## src/rtl/sprite_line_scheduler_if.sv

```systemverilog
// Sprite ROM request/response channel. The scheduler drives the request
// fields and holds them stable until the ROM returns a one-cycle valid pulse
// with the matching row byte.
interface sprite_line_scheduler_if;
    logic       rom_req;
    logic [3:0] rom_sprite_id;
    logic [1:0] rom_orient;
    logic [2:0] rom_line;
    logic       rom_valid;
    logic [7:0] rom_data;

    modport master (
        output rom_req,
        output rom_sprite_id,
        output rom_orient,
        output rom_line,
        input  rom_valid,
        input  rom_data
    );

    modport slave (
        input  rom_req,
        input  rom_sprite_id,
        input  rom_orient,
        input  rom_line,
        output rom_valid,
        output rom_data
    );
endinterface

```

## src/rtl/sprite_line_scheduler.sv

```systemverilog
// Per-scanline sprite fetch scheduler. At the first blanking pixel it scans
// the entity slots for sprites whose tile row covers the next visible line,
// fetches one ROM row per hit into a shadow table, and at pixel 0 of the
// following line copies the shadow table to the committed line_* outputs
// used by the pixel mux.
module sprite_line_scheduler #(
    parameter int NUM_ENT  = 9,
    parameter int MAX_SPR  = 4,
    parameter int H_FETCH  = 640,
    parameter int V_ACTIVE = 480,
    parameter int V_TOTAL  = 525,
    parameter int TILE_PX  = 40
) (
    input  logic                    clk,
    input  logic                    reset,
    input  logic [9:0]              counter_H,
    input  logic [9:0]              counter_V,
    input  logic [14*NUM_ENT-1:0]   entities,
    sprite_line_scheduler_if.master rom,
    output logic [MAX_SPR-1:0]      line_valid,
    output logic [4*MAX_SPR-1:0]    line_col,
    output logic [8*MAX_SPR-1:0]    line_data,
    output logic                    overflow,
    output logic                    late
);

    localparam int SLOT_W  = $clog2(NUM_ENT);
    localparam int ENT_W   = $clog2(MAX_SPR + 1);
    localparam int UPSCALE = TILE_PX / 8;

    localparam logic [9:0]        H_FETCH_V   = 10'(H_FETCH);
    localparam logic [9:0]        V_ACTIVE_V  = 10'(V_ACTIVE);
    localparam logic [9:0]        V_LAST_V    = 10'(V_TOTAL - 1);
    localparam logic [9:0]        TILE_PX_V   = 10'(TILE_PX);
    localparam logic [9:0]        UPSCALE_V   = 10'(UPSCALE);
    localparam logic [SLOT_W-1:0] LAST_SLOT_V = SLOT_W'(NUM_ENT - 1);
    localparam logic [ENT_W-1:0]  MAX_SPR_V   = ENT_W'(MAX_SPR);

    typedef enum logic [1:0] {
        ST_IDLE  = 2'd0,
        ST_SCAN  = 2'd1,
        ST_FETCH = 2'd2,
        ST_DONE  = 2'd3
    } state_t;

    state_t state_r, state_nxt_s;

    logic [SLOT_W-1:0]    slot_ptr_r,   slot_ptr_nxt_s;
    logic [ENT_W-1:0]     entry_ptr_r,  entry_ptr_nxt_s;
    logic [3:0]           row_r,        row_nxt_s;
    logic [2:0]           lidx_r,       lidx_nxt_s;
    logic [3:0]           fetch_col_r,  fetch_col_nxt_s;

    logic [MAX_SPR-1:0]   sh_valid_r,   sh_valid_nxt_s;
    logic [4*MAX_SPR-1:0] sh_col_r,     sh_col_nxt_s;
    logic [8*MAX_SPR-1:0] sh_data_r,    sh_data_nxt_s;
    logic                 sh_ovf_r,     sh_ovf_nxt_s;

    logic                 rom_req_r,    rom_req_nxt_s;
    logic [3:0]           rom_id_r,     rom_id_nxt_s;
    logic [1:0]           rom_orient_r, rom_orient_nxt_s;
    logic [2:0]           rom_line_r,   rom_line_nxt_s;

    logic [MAX_SPR-1:0]   line_valid_r, line_valid_nxt_s;
    logic [4*MAX_SPR-1:0] line_col_r,   line_col_nxt_s;
    logic [8*MAX_SPR-1:0] line_data_r,  line_data_nxt_s;
    logic                 overflow_r,   overflow_nxt_s;
    logic                 late_r,       late_nxt_s;

    logic [9:0]  next_v_s;
    logic [3:0]  row_s;
    logic [2:0]  lidx_s;
    logic        commit_s;
    logic        last_slot_s;
    logic [13:0] ent_s [NUM_ENT];
    logic [13:0] cur_ent_s;
    logic [3:0]  cur_id_s;
    logic [1:0]  cur_orient_s;
    logic [7:0]  cur_tile_s;
    logic        hit_s;

    genvar g;
    generate
        for (g = 0; g < NUM_ENT; g++) begin : g_ent
            assign ent_s[g] = entities[14*g +: 14];
        end
    endgenerate

    // Line about to be drawn, its tile row and the sprite row inside that tile.
    always_comb begin
        if (counter_V == V_LAST_V) begin
            next_v_s = 10'd0;
        end else begin
            next_v_s = counter_V + 10'd1;
        end
        row_s  = 4'(next_v_s / TILE_PX_V);
        lidx_s = 3'((next_v_s % TILE_PX_V) / UPSCALE_V);
    end

    // Decode of the slot currently under the scan pointer.
    always_comb begin
        cur_ent_s    = ent_s[slot_ptr_r];
        cur_id_s     = cur_ent_s[13:10];
        cur_orient_s = cur_ent_s[9:8];
        cur_tile_s   = cur_ent_s[7:0];
        // Tiles 192 and up sit below the visible area and never match.
        hit_s        = (cur_id_s != 4'hF) && (cur_tile_s < 8'd192) &&
                       (cur_tile_s[7:4] == row_r);
        commit_s     = (counter_H == 10'd0);
        last_slot_s  = (slot_ptr_r == LAST_SLOT_V);
    end

    // Next-state and datapath update; the commit point overrides every state.
    always_comb begin
        state_nxt_s      = state_r;
        slot_ptr_nxt_s   = slot_ptr_r;
        entry_ptr_nxt_s  = entry_ptr_r;
        row_nxt_s        = row_r;
        lidx_nxt_s       = lidx_r;
        fetch_col_nxt_s  = fetch_col_r;
        sh_valid_nxt_s   = sh_valid_r;
        sh_col_nxt_s     = sh_col_r;
        sh_data_nxt_s    = sh_data_r;
        sh_ovf_nxt_s     = sh_ovf_r;
        rom_req_nxt_s    = rom_req_r;
        rom_id_nxt_s     = rom_id_r;
        rom_orient_nxt_s = rom_orient_r;
        rom_line_nxt_s   = rom_line_r;
        line_valid_nxt_s = line_valid_r;
        line_col_nxt_s   = line_col_r;
        line_data_nxt_s  = line_data_r;
        overflow_nxt_s   = overflow_r;
        late_nxt_s       = late_r;

        if (commit_s) begin
            // Publish the shadow table; any outstanding ROM response is dropped.
            line_valid_nxt_s = sh_valid_r;
            line_col_nxt_s   = sh_col_r;
            line_data_nxt_s  = sh_data_r;
            overflow_nxt_s   = sh_ovf_r;
            late_nxt_s       = (state_r != ST_IDLE) && (state_r != ST_DONE);
            rom_req_nxt_s    = 1'b0;
            state_nxt_s      = ST_IDLE;
        end else begin
            case (state_r)
                ST_IDLE: begin
                    if (counter_H == H_FETCH_V) begin
                        // Cleared even for blank lines so they commit empty.
                        sh_valid_nxt_s  = {MAX_SPR{1'b0}};
                        sh_col_nxt_s    = {(4*MAX_SPR){1'b0}};
                        sh_data_nxt_s   = {(8*MAX_SPR){1'b0}};
                        sh_ovf_nxt_s    = 1'b0;
                        slot_ptr_nxt_s  = {SLOT_W{1'b0}};
                        entry_ptr_nxt_s = {ENT_W{1'b0}};
                        if (next_v_s < V_ACTIVE_V) begin
                            row_nxt_s   = row_s;
                            lidx_nxt_s  = lidx_s;
                            state_nxt_s = ST_SCAN;
                        end else begin
                            state_nxt_s = ST_IDLE;
                        end
                    end else begin
                        state_nxt_s = ST_IDLE;
                    end
                end
                ST_SCAN: begin
                    if (hit_s && (entry_ptr_r < MAX_SPR_V)) begin
                        rom_req_nxt_s    = 1'b1;
                        rom_id_nxt_s     = cur_id_s;
                        rom_orient_nxt_s = cur_orient_s;
                        rom_line_nxt_s   = lidx_r;
                        fetch_col_nxt_s  = cur_tile_s[3:0];
                        state_nxt_s      = ST_FETCH;
                    end else begin
                        if (hit_s) begin
                            sh_ovf_nxt_s = 1'b1;
                        end else begin
                            sh_ovf_nxt_s = sh_ovf_r;
                        end
                        if (last_slot_s) begin
                            state_nxt_s = ST_DONE;
                        end else begin
                            slot_ptr_nxt_s = slot_ptr_r + SLOT_W'(1);
                            state_nxt_s    = ST_SCAN;
                        end
                    end
                end
                ST_FETCH: begin
                    if (rom.rom_valid) begin
                        for (int i = 0; i < MAX_SPR; i++) begin
                            if (entry_ptr_r == ENT_W'(i)) begin
                                sh_valid_nxt_s[i]       = 1'b1;
                                sh_col_nxt_s[4*i +: 4]  = fetch_col_r;
                                sh_data_nxt_s[8*i +: 8] = rom.rom_data;
                            end else begin
                                sh_valid_nxt_s[i] = sh_valid_r[i];
                            end
                        end
                        entry_ptr_nxt_s = entry_ptr_r + ENT_W'(1);
                        rom_req_nxt_s   = 1'b0;
                        if (last_slot_s) begin
                            state_nxt_s = ST_DONE;
                        end else begin
                            slot_ptr_nxt_s = slot_ptr_r + SLOT_W'(1);
                            state_nxt_s    = ST_SCAN;
                        end
                    end else begin
                        state_nxt_s = ST_FETCH;
                    end
                end
                ST_DONE: begin
                    state_nxt_s = ST_DONE;
                end
                default: begin
                    rom_req_nxt_s = 1'b0;
                    state_nxt_s   = ST_IDLE;
                end
            endcase
        end
    end

    // FSM state register.
    always_ff @(posedge clk or negedge reset) begin
        if (!reset) begin
            state_r <= ST_IDLE;
        end else begin
            state_r <= state_nxt_s;
        end
    end

    // Scan pointers, shadow table, ROM request and committed line registers.
    always_ff @(posedge clk or negedge reset) begin
        if (!reset) begin
            slot_ptr_r   <= {SLOT_W{1'b0}};
            entry_ptr_r  <= {ENT_W{1'b0}};
            row_r        <= 4'd0;
            lidx_r       <= 3'd0;
            fetch_col_r  <= 4'd0;
            sh_valid_r   <= {MAX_SPR{1'b0}};
            sh_col_r     <= {(4*MAX_SPR){1'b0}};
            sh_data_r    <= {(8*MAX_SPR){1'b0}};
            sh_ovf_r     <= 1'b0;
            rom_req_r    <= 1'b0;
            rom_id_r     <= 4'd0;
            rom_orient_r <= 2'd0;
            rom_line_r   <= 3'd0;
            line_valid_r <= {MAX_SPR{1'b0}};
            line_col_r   <= {(4*MAX_SPR){1'b0}};
            line_data_r  <= {(8*MAX_SPR){1'b0}};
            overflow_r   <= 1'b0;
            late_r       <= 1'b0;
        end else begin
            slot_ptr_r   <= slot_ptr_nxt_s;
            entry_ptr_r  <= entry_ptr_nxt_s;
            row_r        <= row_nxt_s;
            lidx_r       <= lidx_nxt_s;
            fetch_col_r  <= fetch_col_nxt_s;
            sh_valid_r   <= sh_valid_nxt_s;
            sh_col_r     <= sh_col_nxt_s;
            sh_data_r    <= sh_data_nxt_s;
            sh_ovf_r     <= sh_ovf_nxt_s;
            rom_req_r    <= rom_req_nxt_s;
            rom_id_r     <= rom_id_nxt_s;
            rom_orient_r <= rom_orient_nxt_s;
            rom_line_r   <= rom_line_nxt_s;
            line_valid_r <= line_valid_nxt_s;
            line_col_r   <= line_col_nxt_s;
            line_data_r  <= line_data_nxt_s;
            overflow_r   <= overflow_nxt_s;
            late_r       <= late_nxt_s;
        end
    end

    assign rom.rom_req       = rom_req_r;
    assign rom.rom_sprite_id = rom_id_r;
    assign rom.rom_orient    = rom_orient_r;
    assign rom.rom_line      = rom_line_r;
    assign line_valid        = line_valid_r;
    assign line_col          = line_col_r;
    assign line_data         = line_data_r;
    assign overflow          = overflow_r;
    assign late              = late_r;

endmodule

```

## src/flat_wrapper.sv

```systemverilog
// flat-port wrapper written by rule: the top's interface ports become plain ports
module sprite_line_scheduler_flat 
#(
    parameter int NUM_ENT  = 9,
    parameter int MAX_SPR  = 4,
    parameter int H_FETCH  = 640,
    parameter int V_ACTIVE = 480,
    parameter int V_TOTAL  = 525,
    parameter int TILE_PX  = 40
)
  (clk, reset, counter_H, counter_V, entities, line_valid, line_col, line_data, overflow, late, rom_rom_req, rom_rom_sprite_id, rom_rom_orient, rom_rom_line, rom_rom_valid, rom_rom_data);
  sprite_line_scheduler_if rom_i ();
  input  logic clk;
  input  logic reset;
  input  logic [9:0] counter_H;
  input  logic [9:0] counter_V;
  input  logic [14*NUM_ENT-1:0] entities;
  output logic [MAX_SPR-1:0] line_valid;
  output logic [4*MAX_SPR-1:0] line_col;
  output logic [8*MAX_SPR-1:0] line_data;
  output logic overflow;
  output logic late;
  output wire logic [$bits(rom_i.rom_req)-1:0] rom_rom_req;
  output wire logic [$bits(rom_i.rom_sprite_id)-1:0] rom_rom_sprite_id;
  output wire logic [$bits(rom_i.rom_orient)-1:0] rom_rom_orient;
  output wire logic [$bits(rom_i.rom_line)-1:0] rom_rom_line;
  input wire logic [$bits(rom_i.rom_valid)-1:0] rom_rom_valid;
  input wire logic [$bits(rom_i.rom_data)-1:0] rom_rom_data;
  assign rom_rom_req = rom_i.rom_req;
  assign rom_rom_sprite_id = rom_i.rom_sprite_id;
  assign rom_rom_orient = rom_i.rom_orient;
  assign rom_rom_line = rom_i.rom_line;
  assign rom_i.rom_valid = rom_rom_valid;
  assign rom_i.rom_data = rom_rom_data;
  sprite_line_scheduler #(.NUM_ENT(NUM_ENT), .MAX_SPR(MAX_SPR), .H_FETCH(H_FETCH), .V_ACTIVE(V_ACTIVE), .V_TOTAL(V_TOTAL), .TILE_PX(TILE_PX)) u_core (.clk(clk), .reset(reset), .counter_H(counter_H), .counter_V(counter_V), .entities(entities), .rom(rom_i), .line_valid(line_valid), .line_col(line_col), .line_data(line_data), .overflow(overflow), .late(late));
endmodule
```

## config.mk

```make
export PLATFORM = sky130hd
export DESIGN_NAME = sprite_line_scheduler_flat
export DESIGN_NICKNAME = d
export VERILOG_FILES = /design/src/rtl/sprite_line_scheduler_if.sv /design/src/rtl/sprite_line_scheduler.sv /design/src/flat_wrapper.sv
export SDC_FILE = /design/constraint.sdc
export NUM_CORES = 1
export LEC_CHECK = 0
export BUFFER_PORTS_ARGS = -buffer_cell sky130_fd_sc_hd__buf_2
export CAP_MARGIN = 0
export CORE_ASPECT_RATIO = 1.5
export CORE_UTILIZATION = 50
export DETAILED_ROUTE_END_ITERATION = 12
export GPL_TIMING_DRIVEN = 0
export PLACE_DENSITY = 0.84
export SKIP_LAST_GASP = 1
export SLEW_MARGIN = 10
export SYNTH_ARGS = -nofsm -noshare
export SYNTH_HDL_FRONTEND = slang
export SYNTH_SLANG_ARGS = --single-unit
```

## constraint.sdc

```tcl
create_clock -name clk -period 6.2 [get_ports clk]
set_input_delay 0.31 -clock clk [delete_from_list [all_inputs] [get_ports clk]]
set_output_delay 0.31 -clock clk [all_outputs]
set_load 0.005 [all_outputs]
```

==> Word level (Yosys, flattened, before mapping) <==
Index checks and enable logic that the tools add are counted.
{ "classes": {"add_sub_neg": 3, "n_mul": 0, "div": 3, "magnitude_cmp": 4, "n_eq_ne": 22, "shifts": 0, "n_mux": 47, "n_bitwise": 2, "n_reduce_logical": 22} }
{ "op_table": {"columns": ["cell", "count"], "rows": [
  ["$mux W32", 2],
  ["$pmux W32 S2", 1],
  ["$bmux W14 S4", 1],
  ["$mux W4", 9],
  ["$mux W16", 2],
  ["$mux W8", 4],
  ["$pmux W16 S2", 1],
  ["$reduce_and A5 Y1", 6],
  ["$mux W14", 2],
  ["$eq A10 B10 Y1 const B", 2],
  ["$mux W1", 12],
  ["$ne A2 B1 Y1 const B", 6],
  ["$pmux W4 S3", 1],
  ["$add A10 B1 Y10 const B", 1],
  ["$div A10 B3 Y10 const B", 1],
  ["$div A10 B6 Y10 const B", 1],
  ["$logic_not A10 Y1", 1],
  ["$lt A10 B9 Y1 const B", 1],
  ["$mod A10 B6 Y10 const B", 1],
  ["$mux W10", 1],
  ["$lt A8 B8 Y1 const B", 1],
  ["$mux W2", 4],
  ["$pmux W2 S4", 1],
  ["$pmux W4 S2", 1],
  ["other kinds (26)", 40]
]} }
{ "totals": {"ff_bits": 137, "latch_bits": 0, "mem_bits_rw": 0, "romBits": 0, "in_bits": 157, "out_inout_bits": 64, "wordCells": 131, "mem_count": 0} }

==> Longest topological paths before layout <==
Gate-level depths: netlist of the first run.
{ "logic_depth": {"word_depth": 11, "depth_mapped": 21, "mapped_depth_nobuf": 19} }

==> Least setup slack after synthesis of the first run <==
OpenSTA, ideal clock, no wires.
{ "synth_path": {"path_kind": "input to register", "start": "input port counter_V[7]", "end": "register u_core.lidx_r[0]", "setup_ns": 0.136, "t_arrival_ns": 3.594, "t_required_ns": 6.064, "path_slack_ns": 2.469, "stages": 19, "n_path_buf": 2, "path_cell_list": "buf_4 -> nor4b_4 -> a31oi_2 -> a2111oi_4 -> xnor2_1 -> o221ai_2 -> o22ai_2 -> buf_6 -> mux2i_1 -> o22ai_1 -> ha_1 -> inv_1 -> nor2_1 -> nand4_1 -> a21o_1 -> o2111ai_1 -> or3b_1 -> a21oi_2 -> o221ai_2"} }
{ "synth_via": {"elab_chain_cells": 4, "elab_cells_between_ends": 7, "cone_classes": "add/sub: 1; div: 2; order compare: 1; eq/ne: 1; mux: 1; reduce/logical: 1"} }
{ "synth_lines": {"columns": ["item", "line_no", "text"], "rows": [
  ["from (decl)", "flat_wrapper.sv:16", "input logic [9:0] counter_V;"],
  ["$add A10 B1 Y10 / $eq A10 B10 Y1 (equally long branches)", "sprite_line_scheduler.sv:94, sprite_line_scheduler.sv:91", null],
  ["$mux W10 (*)", "sprite_line_scheduler.sv:91", "if (counter_V == V_LAST_V) begin"],
  ["$mod A10 B6 Y10 / $lt A10 B9 Y1 (equally long branches)", "sprite_line_scheduler.sv:97, sprite_line_scheduler.sv:155", null],
  ["$div A10 B3 Y10 / $reduce_and A4 Y1 (equally long branches)", null, null],
  ["to (signal assigned)", "sprite_line_scheduler.sv:256", "lidx_r <= lidx_nxt_s;"],
  ["to (decl)", "sprite_line_scheduler.sv:51", "logic [2:0] lidx_r, lidx_nxt_s;"]
]} }
Every way passes the cells marked *; elsewhere a longest branch is shown, timed or not.
A chain may end at the register's enable or synchronous reset.

==> Final worst setup path of the first run <==
{ "layout_path": {"start": "input port counter_V[0]", "end": "register u_core.lidx_r[0]"} }
Same word-level chain as after synthesis.

==> reports/qor.yml, run 1 <==
r2r_slack_ps: 2520
place_ws_ps: 1630
drt-initial-drc-count: 411
setup-tns-final_ps: 0
cts_tree: "yes"
worstPathArrival_ps: 4450
overflow: 0
worstPathRequired_ps: 6480
ant_nets: 0
dr.pass1.iters: 7
syn_inst: 884
crit_slowest_cell: "or3_1"
worstSkewPairLatency_ps: 420
synth_ff_type: "dfrtp_1"
power_density_nw_per_um2: 257
dp_hpwl_mm: 18.3
final_common_cell: "buf_2"
cts_max_level: 4
ys_async_sr_fraction: 1.00
io_pins: 221
crit_path_max_incr_delay_ps: 480
area_delta_synth_final_pct: 24.0
start_util: 0.511
wl_met1_mm: 8.87
cts_setup_buffers: 0
antenna_found_initial: 1
met3WireLength_mm: 1.32
grt_use_total: 0.286
worstSetupEndpointType: "flip-flop"
place.port_buffers: 219
maxSlewViolCount: 0
clockBufferDepth: 2
r2r_end: "u_core.fetch_col_r[0]"
synth-edff-count: 0
drc: 0
die_width_um: 107
peakVddDrop_uv: 239
globalplace.congestion: 0.920
ys_ff_latch: 137
syn_nets: 1058
crit_path_start_kind: "primary input"
cts_buffers: 17
critical-path-top-delay-family: "compound AO/OA/AOI/OAI gates"
grt_max_degree: 73
ff2ff_path_depth: 11
cts_root_buffer: "clkbuf_16"
synth_area_um2: 8280
synth_warnings: 0
routed.top_layer: "met4"
core-area_um2: 16200
leakagePower_nw: 5.07
avgSynthCellArea_um2: 9.37
yosysSeqAreaShare: 0.414
r2r-start: "u_core.slot_ptr_r[0]"
grt_pass1_wl_mm: 37.9
path_buf_inv: 2
fin_crit_sh: 0.673
cts-resized-gates: 0
finalCriticalPeriod_ps: 4170
finClkSkew_ps: 6.48
synth_cell_types: 76
rsz0062_at_grt: "no"
cts.clk_slew.worst_paths_ps: 60
fmax_mhz: 240
status: "finished, final reports clean"
wirelength_mm: 24.0
crit_fanout: 8
worstSetupPathDepth: 19
startpoint: "counter_V[0]"
tightest_slew_ps: 910
grt_pass1_vias: 7827
crit_type: "primary input to flip-flop"
drive_gt1_frac: 0.289
vias: 7784
final_cell_mix: "224 x buf_2, 202 x nand2_1, 137 x dfrtp_1"
hold_path_class: "primary input to flip-flop"
holdPathStages: 3
fin_nets: 1298
path_cells: "buf_2 > ha_1 > nand2_1 > o31ai_1 > a32oi_2 > or3_1 > a21o_1 > and3_1 > and3_1 > o22ai_1 > ha_1 > inv_1 > nor2_1 > nand4_1 > a21o_1 > o2111ai_1 > o221ai_1 > a21oi_2 > o221ai_2"
die-area_um2: 17100
slew_headroom: 0.385
cts.sink_count: 137
cts_hold_buf: 1
vias_per_cell: 5.79
die_h_um: 160
max_cap_viol_count: 0
wl_met2_mm: 12.8
setup_viol: 0
placementRows: 57
wl_per_cell_um: 17.9
crit_end: "u_core.lidx_r[0]"
fin_ws_ps: 2030
hold_viol: 0
worst min path at each step:
stage                  startpoint                       end  slack (ps)
2_1_floorplan               reset     u_core.entry_ptr_r[0]          10
3_3_place_gp   u_core.line_col[8]        u_core.line_col[8]         450
3_5_place_dp                reset      u_core.line_data[13]         370
4_1_cts             entities[121]  u_core.rom.rom_orient[1]         170
5_1_grt             entities[114]     u_core.fetch_col_r[2]         180
6_report            entities[114]     u_core.fetch_col_r[2]         180
per-stage QoR:
stage,total power (W),cell area [um2],std cells,utilization,hold slack [ps]
2_1_floorplan,0.00144,8280,884,-,14.4
3_3_place_gp,0.00162,9630,1309,0.595,453
3_5_place_dp,0.00165,9670,1310,0.597,369
4_1_cts,0.00265,10300,1343,0.634,174
5_1_grt,0.00275,10300,1343,0.634,180
6_report,0.00264,10300,1345,0.634,177
where the power goes:
part,internal [W],switching (W)
sequential,0.000944,0.0000293
clock,0.000605,0.000396
combinational,0.000293,0.000374
routing by layer:
layer | track usage | up-vias
met2 | 0.530 | 327
met4 | 0.142 | 0
li1 | - | 3679
met3 | 0.0405 | 81
met5 | 0 | -
met1 | 0.311 | 3697
cell usage after synthesis (4+ instances only):
cell       instances  share of area
mux2i_1           16          0.019
nor2b_1            4         0.0030
o2111ai_1          4         0.0042
xnor2_1            7         0.0074
nand3_2            4         0.0048
mux2_2             8          0.011
buf_1              6         0.0027
inv_1             31          0.014
nand4_1            9         0.0068
a21oi_1           22          0.013
xor2_1             6         0.0063
and2_1             5         0.0038
buf_2              6         0.0036
or3_1              8         0.0060
o211ai_1           4         0.0036
buf_4              5         0.0045
nand3_1           27          0.016
a22o_1            74          0.078
o21ai_0           74          0.045
nor4_1             5         0.0038
clkbuf_1          44          0.020
nor2_1            43          0.019
mux4_2            28          0.076
nand2_1          202          0.092
dfrtp_1          137           0.41
ha_1              17          0.026
nor3_1             9         0.0054
a21o_1             5         0.0045
cells by family (layout without fill, tap and decap cells):
group / after synthesis / count (layout) / share of synthesized area
compound gates: 230 / 230 / 0.204
simple gates: 340 / 340 / 0.186
fa+ha+maj: 17 / 17 / 0.0257
mux: 52 / 52 / 0.106
xor+xnor: 15 / 15 / 0.0177
buf+inv: 93 / 346 / 0.0462
other cells: 0 / 2 / 0
flops: 137 / 137 / 0.414
registers in the layout, indices dropped and copies added, names as in the netlist, 2 cells and up:
name and flops:
u_core.line_data 32, u_core.sh_data_r 32, u_core.line_col 16, u_core.sh_col_r 16
u_core.fetch_col_r 4, u_core.line_valid 4, u_core.rom.rom_sprite_id 4, u_core.row_r 4
u_core.sh_valid_r 4, u_core.slot_ptr_r 4, u_core.entry_ptr_r 3, u_core.lidx_r 3
u_core.rom.rom_line 3, u_core.rom.rom_orient 2, u_core.state_r 2
worst register-to-register path, stage by stage (launching register included):
cell,delay [ps]
dfrtp_1,390
buf_2,180
buf_2,230
nor4b_1,820
clkbuf_1,410
nand2_1,110
o21ai_0,140
nand4_1,200
o2111a_1,190
nand3_1,370
clkbuf_1,350
o21ai_0,150
cell type report:
class | instances | area (um2)
Sequential cell | 137 | 3430
Fill cell | 1353 | 5920
Multi-Input combinational cell | 654 | 4470
Clock buffer | 19 | 443
Clock inverter | 13 | 144
Antenna cell | 2 | 5.00
Buffer | 62 | 267
Timing Repair Buffer | 221 | 1140
Inverter | 31 | 116
Tap cell | 206 | 258
Power figures use the tool's default switching activity.
==> run 2: changes to the inputs <==
Settings changed: CORE_UTILIZATION 50 to 49, PLACE_DENSITY 0.84 to 0.86.
Clock period 6.2 ns to 3.7 ns, I/O delays scaled along.
==> run 2 against run 1 <==
Combinational power rose by 83%. Sequential share of layout area fell by 1.5 points. Core utilization rose by 2.5 points. Count of clock-buffer cells in the layout rose by 2. Die area rose by 2.0%. Register-to-register slack got worse by 2300 ps. First-iteration DRC count rose by 46%. Worst hold slack got worse by 130 ps. Sequential power rose by 67%. Total power rose by 82%. Final cell count rose by 1.3%. Critical path type unchanged. Largest cell class unchanged.
==> reports/qor.yml, run 2 (synthesized netlist as in run 1, its figures left out) <==
crit_type: "primary input to flip-flop"
wirelength_mm: 25.8
fin_area_um2: 10800
cts_root_buffer: "clkbuf_16"
fin_nets: 1317
cts.sink_count: 137
finalCriticalPeriod_ps: 3640
antenna_found_initial: 0
cts_tree: "yes"
place_ws_ps: -732
hold_path_class: "primary input to flip-flop"
tightest_slew_ps: 692
ant_nets: 0
maxSlewViolCount: 0
overflow: 0
dr.pass1.iters: 5
rsz0062_at_grt: "yes"
cts_max_level: 4
antenna_cells: 0
grt_max_degree: 73
power_density_nw_per_um2: 448
wl_per_cell_um: 19.0
fmax_mhz: 274
crit_path_start_kind: "primary input"
r2r_slack_ps: 270
vias: 8064
fillerInstances: 1282
io_pins: 221
drc: 0
clockBufferDepth: 2
drt-initial-drc-count: 600
cts_buffers: 17
regArea_um2: 3430
leakagePower_nw: 5.26
status: "finished, final reports clean"
fin_crit_sh: 0.985
hold-worst-slack_ps: 51.2
grt_pass1_vias: 7978
path_buf_inv: 5
peakVddDrop_uv: 439
area_delta_synth_final_pct: 30.0
crit_slowest_cell: "o31ai_4"
die_width_um: 108
finClkSkew_ps: 13.2
hold_viol: 0
setup_viol: 0
grt_pass1_wl_mm: 40.3
core-area_um2: 16300
place_area_um2: 9670
place.port_buffers: 219
slew_headroom: 0.539
drive_gt1_frac: 0.325
crit_fanout: 9
final_cell_mix: "220 x buf_2, 202 x nand2_1, 137 x dfrtp_1"
max_cap_viol_count: 0
die_h_um: 161
die-area_um2: 17400
crit_path_max_incr_delay_ps: 430
start_util: 0.507
critical-path-top-delay-family: "compound AO/OA/AOI/OAI gates"
cts.clk_slew.worst_paths_ps: 60
worstPathRequired_ps: 3980
worstSetupEndpointType: "flip-flop"
final_common_cell: "buf_2"
dp_hpwl_mm: 18.7
final_util: 0.659
worstSkewPairLatency_ps: 430
grt_use_total: 0.301
multi_input_comb_area_um2: 4680
path_cells: "buf_6 > inv_4 > ha_4 > nor4b_4 > buf_4 > and4_1 > buf_4 > o211ai_4 > o21bai_2 > a221oi_4 > o31ai_4 > and3_4 > o22ai_4 > ha_4 > inv_4 > nor2_1 > nand4_1 > a21o_1 > o2111ai_4 > or3b_1 > a21oi_2 > o221ai_2"
globalplace.congestion: 0.874
worstPathArrival_ps: 3930
vias_per_cell: 5.92
placementRows: 57
fin_ws_ps: 55.7
-- run 2: layout make-up --
type	instances	share of cell area
Sequential cell	137	0.319
Buffer	62	0.0256
Clock inverter	11	0.0200
Inverter	31	0.0117
Timing Repair Buffer	240	0.121
Multi-Input combinational cell	654	0.435
Clock buffer	21	0.0437
Tap cell	206	0.0240
-- run 2: worst register-to-register path: cells and delay by family (launching register included) --
family | cells | cell delay (ps)
AOI/OAI and AO/OA | 3 | 490
muxes | 2 | 740
and+or+nand+nor | 3 | 610
buffers and inverters | 4 | 1100
DFF | 1 | 360
-- run 2: per-layer routing --
metal / track usage / vias to the layer above / routed length, um
met4: 0.159 / 0 / 1130
li1: - / 3707 / -
met1: 0.342 / 3882 / 9370
met2: 0.536 / 396 / 13700
met5: 0 / - / 0
met3: 0.0420 / 79 / 1610
-- run 2: path summary, 6_finish.rpt --
kind,start,end,cells past startpoint
max,counter_V[1],u_core.lidx_r[0],22
max in group asynchronous,reset,u_core.line_col[11],3
min in group asynchronous,reset,u_core.line_data[13],2
min,entities[115],u_core.fetch_col_r[3],3
max reg2reg,u_core.slot_ptr_r[0],u_core.fetch_col_r[2],12
min reg2reg,u_core.line_data[9],u_core.line_data[9],2
-- run 2: report_power, final --
group	leakage, nW	switching, W	internal [W]
logic	3.05	0.000671	0.000545
clock network	0.334	0.000653	0.00132
registers	1.87	0.0000475	0.00158
-- run 2: repair_timing --
action,CTS,global route
endpoints found under the setup margin,15,17
hold buffers,1,0
hold endpoints to repair,71,0
buffers inserted,0,19
pin swaps,4,20
resized for setup,11,51
-- run 2: through the flow --
stage,setup TNS (ps),power [W],std cells
detailed placement,-1880,0.00276,1310
finish,0,0.00482,1362
CTS,-45.9,0.00474,1343
global route,-193,0.00500,1362
floorplan,0,0.00241,884
global placement,-1530,0.00272,1309
==> run 3: changes to the inputs <==
==> constraint.sdc (replaced) <==
create_clock -name clk -period 3.7 [get_ports clk]
set_input_delay 0 -clock clk [delete_from_list [all_inputs] [get_ports clk]]
set_output_delay 0 -clock clk [all_outputs]
set_load 0.005 [all_outputs]
==> run 3 against run 2 <==
Final cell count up 0.29%. Sequential share of layout area about the same. Combinational power about the same. Global-route usage up 0.37 points. Total power about the same. Core utilization down 0.061 points. Setup slack better by 120 ps. Design area about the same. Maximum frequency up 3.5%. Worst hold slack worse by 44 ps. Via count up 0.84%. Routed wire length up 0.37%. Critical endpoint unchanged. Highest routed layer is now met5.
==> reports/qor.yml, run 3 (synthesized netlist as in run 1, its figures left out) <==
met1_usage: 0.338
clockBufferDepth: 2
finClkSkew_ps: 9.13
grt_max_degree: 73
slew_headroom: 0.541
antenna_cells: 0
startpoint: "counter_V[1]"
rsz0062_at_grt: "yes"
place_ws_ps: -547
max_cap_viol_count: 0
top_usage_layer: "met2"
r2r_end: "u_core.fetch_col_r[2]"
placementRows: 57
crit_end: "u_core.lidx_r[0]"
wirelength_mm: 25.9
multi_input_comb_area_um2: 4640
tightest_slew_ps: 689
p_total_w: 0.00481
area_delta_synth_final_pct: 29.9
grt_pass1_vias: 8162
vias_per_cell: 5.95
peakVddDrop_uv: 440
grt_use_total: 0.305
die_width_um: 108
cts.clk_slew.worst_paths_ps: 60
setup_viol: 0
overflow: 0
instances_no_fill: 1366
vias: 8132
hold_viol: 0
cts.sink_count: 137
hold_path_class: "primary input to flip-flop"
io_pins: 221
grt_use_met2: 0.543
dp_hpwl_mm: 18.7
die-area_um2: 17400
worstPathArrival_ps: 3810
final_common_cell: "buf_2"
finalCriticalPeriod_ps: 3520
power_density_nw_per_um2: 448
crit_type: "primary input to flip-flop"
status: "finished, final reports clean"
antenna_found_initial: 2
worstPathRequired_ps: 3990
globalplace.congestion: 0.874
setup-tns-final_ps: 0
worstSkewPairLatency_ps: 430
cts_root_buffer: "clkbuf_16"
fillerInstances: 1287
regArea_um2: 3430
wl_per_cell_um: 19.0
die_h_um: 161
core-area_um2: 16300
drc: 0
worstSetupEndpointType: "flip-flop"
maxSlewViolCount: 0
leakagePower_nw: 5.26
grt_pass1_wl_mm: 40.8
fmax_mhz: 284
fin_ws_ps: 178
fin_crit_sh: 0.952
ff2ff_path_depth: 12
crit_path_start_kind: "primary input"
fin_nets: 1321
place.port_buffers: 219
final_cell_mix: "222 x buf_2, 202 x nand2_1, 137 x dfrtp_1"
start_util: 0.507
drive_gt1_frac: 0.307
drt-initial-drc-count: 548
gr-usage-met3: 0.0521
cts_tree: "yes"
cts_max_level: 4
crit_fanout: 9
cts_buffers: 17
ant_nets: 0
dr.pass1.iters: 7
r2r-start: "u_core.slot_ptr_r[0]"
dp_cells: 1310
r2r_slack_ps: 300
==> run 3: changes by cell type in the layout (fill, tap and decap cells not counted), moves of 2 or more <==
cell and delta:
inv_4 -2, buf_4 -10, buf_2 +2, dlygate4sd3_1 +15
inv_1 +3, and3_1 +2
==> run 3: worst min path at each step <==
stage | from | endpoint | slack (ps) | cells after the start
after floorplan | reset | u_core.entry_ptr_r[0] | -300 | 0
after global placement | entities[113] | u_core.fetch_col_r[1] | 300 | 3
after detailed placement | reset | u_core.line_data[12] | 60 | 1
after CTS | rom_rom_data[0] | u_core.sh_data_r[8] | 1 | 3
after global routing | rom_rom_data[5] | u_core.sh_data_r[13] | 40 | 3
final | rom_rom_data[0] | u_core.sh_data_r[8] | 7 | 3
==> run 3: final cells by class <==
type / count / share of cell area
repair buffers: 244 / 0.126
multi-input cells: 654 / 0.431
well taps: 206 / 0.0240
plain buffers: 62 / 0.0256
inverters: 31 / 0.0108
clock buffers: 21 / 0.0438
flip-flops and latches: 137 / 0.319
clock inverters: 11 / 0.0200
==> run 3: per-layer routing <==
layer / routed length [um] / up-vias / share of wire
li1: - / 3708 / -
met4: 1310 / 4 / 0.050
met1: 9380 / 3922 / 0.36
met3: 1540 / 103 / 0.059
met2: 13700 / 395 / 0.53
met5: 24 / - / 0.00093
==> run 3: metrics by stage <==
stage | util | hold WS [ps] | area [um2]
after global placement | 0.590 | 296 | 9630
after CTS | 0.647 | 1.30 | 10600
after detailed placement | 0.592 | 63.1 | 9670
final | 0.658 | 7.28 | 10800
after global routing | 0.658 | 36.5 | 10800
after floorplan | - | -296 | 8280
==> run 3: where the power goes <==
part	leakage [nW]	total [W]	switching, W	internal [W]
sequential	1.87	0.00163	0.0000478	0.00158
clock	0.334	0.00198	0.000659	0.00132
combinational	3.06	0.00120	0.000669	0.000535
total	5.26	0.00481	0.00138	0.00344
==> run 3: critical path: stages <==
cell       delay, ps
buf_2            130
inv_1             90
ha_1             160
nor4b_4          300
and4_1           230
buf_4            180
o211ai_4         150
o21bai_2         240
a221oi_4         120
o31ai_4          430
and3_1           270
o22ai_4          110
ha_4             190
inv_1            100
nor2_1            60
nand4_1          110
a21o_1           150
o2111ai_2        140
or3b_1           390
a21oi_2          150
o221ai_2         100
==> run 3: repair_timing <==
| action | 4_1_cts | 5_1_grt |
|---|---|---|
| buffers inserted | 0 | 8 |
| hold endpoints to repair | 91 | 0 |
| cloned | 0 | 0 |
| pin swaps | 1 | 12 |
| resized for setup | 7 | 29 |
| hold buffers | 16 | 0 |
| setup endpoints to repair | 15 | 17 |
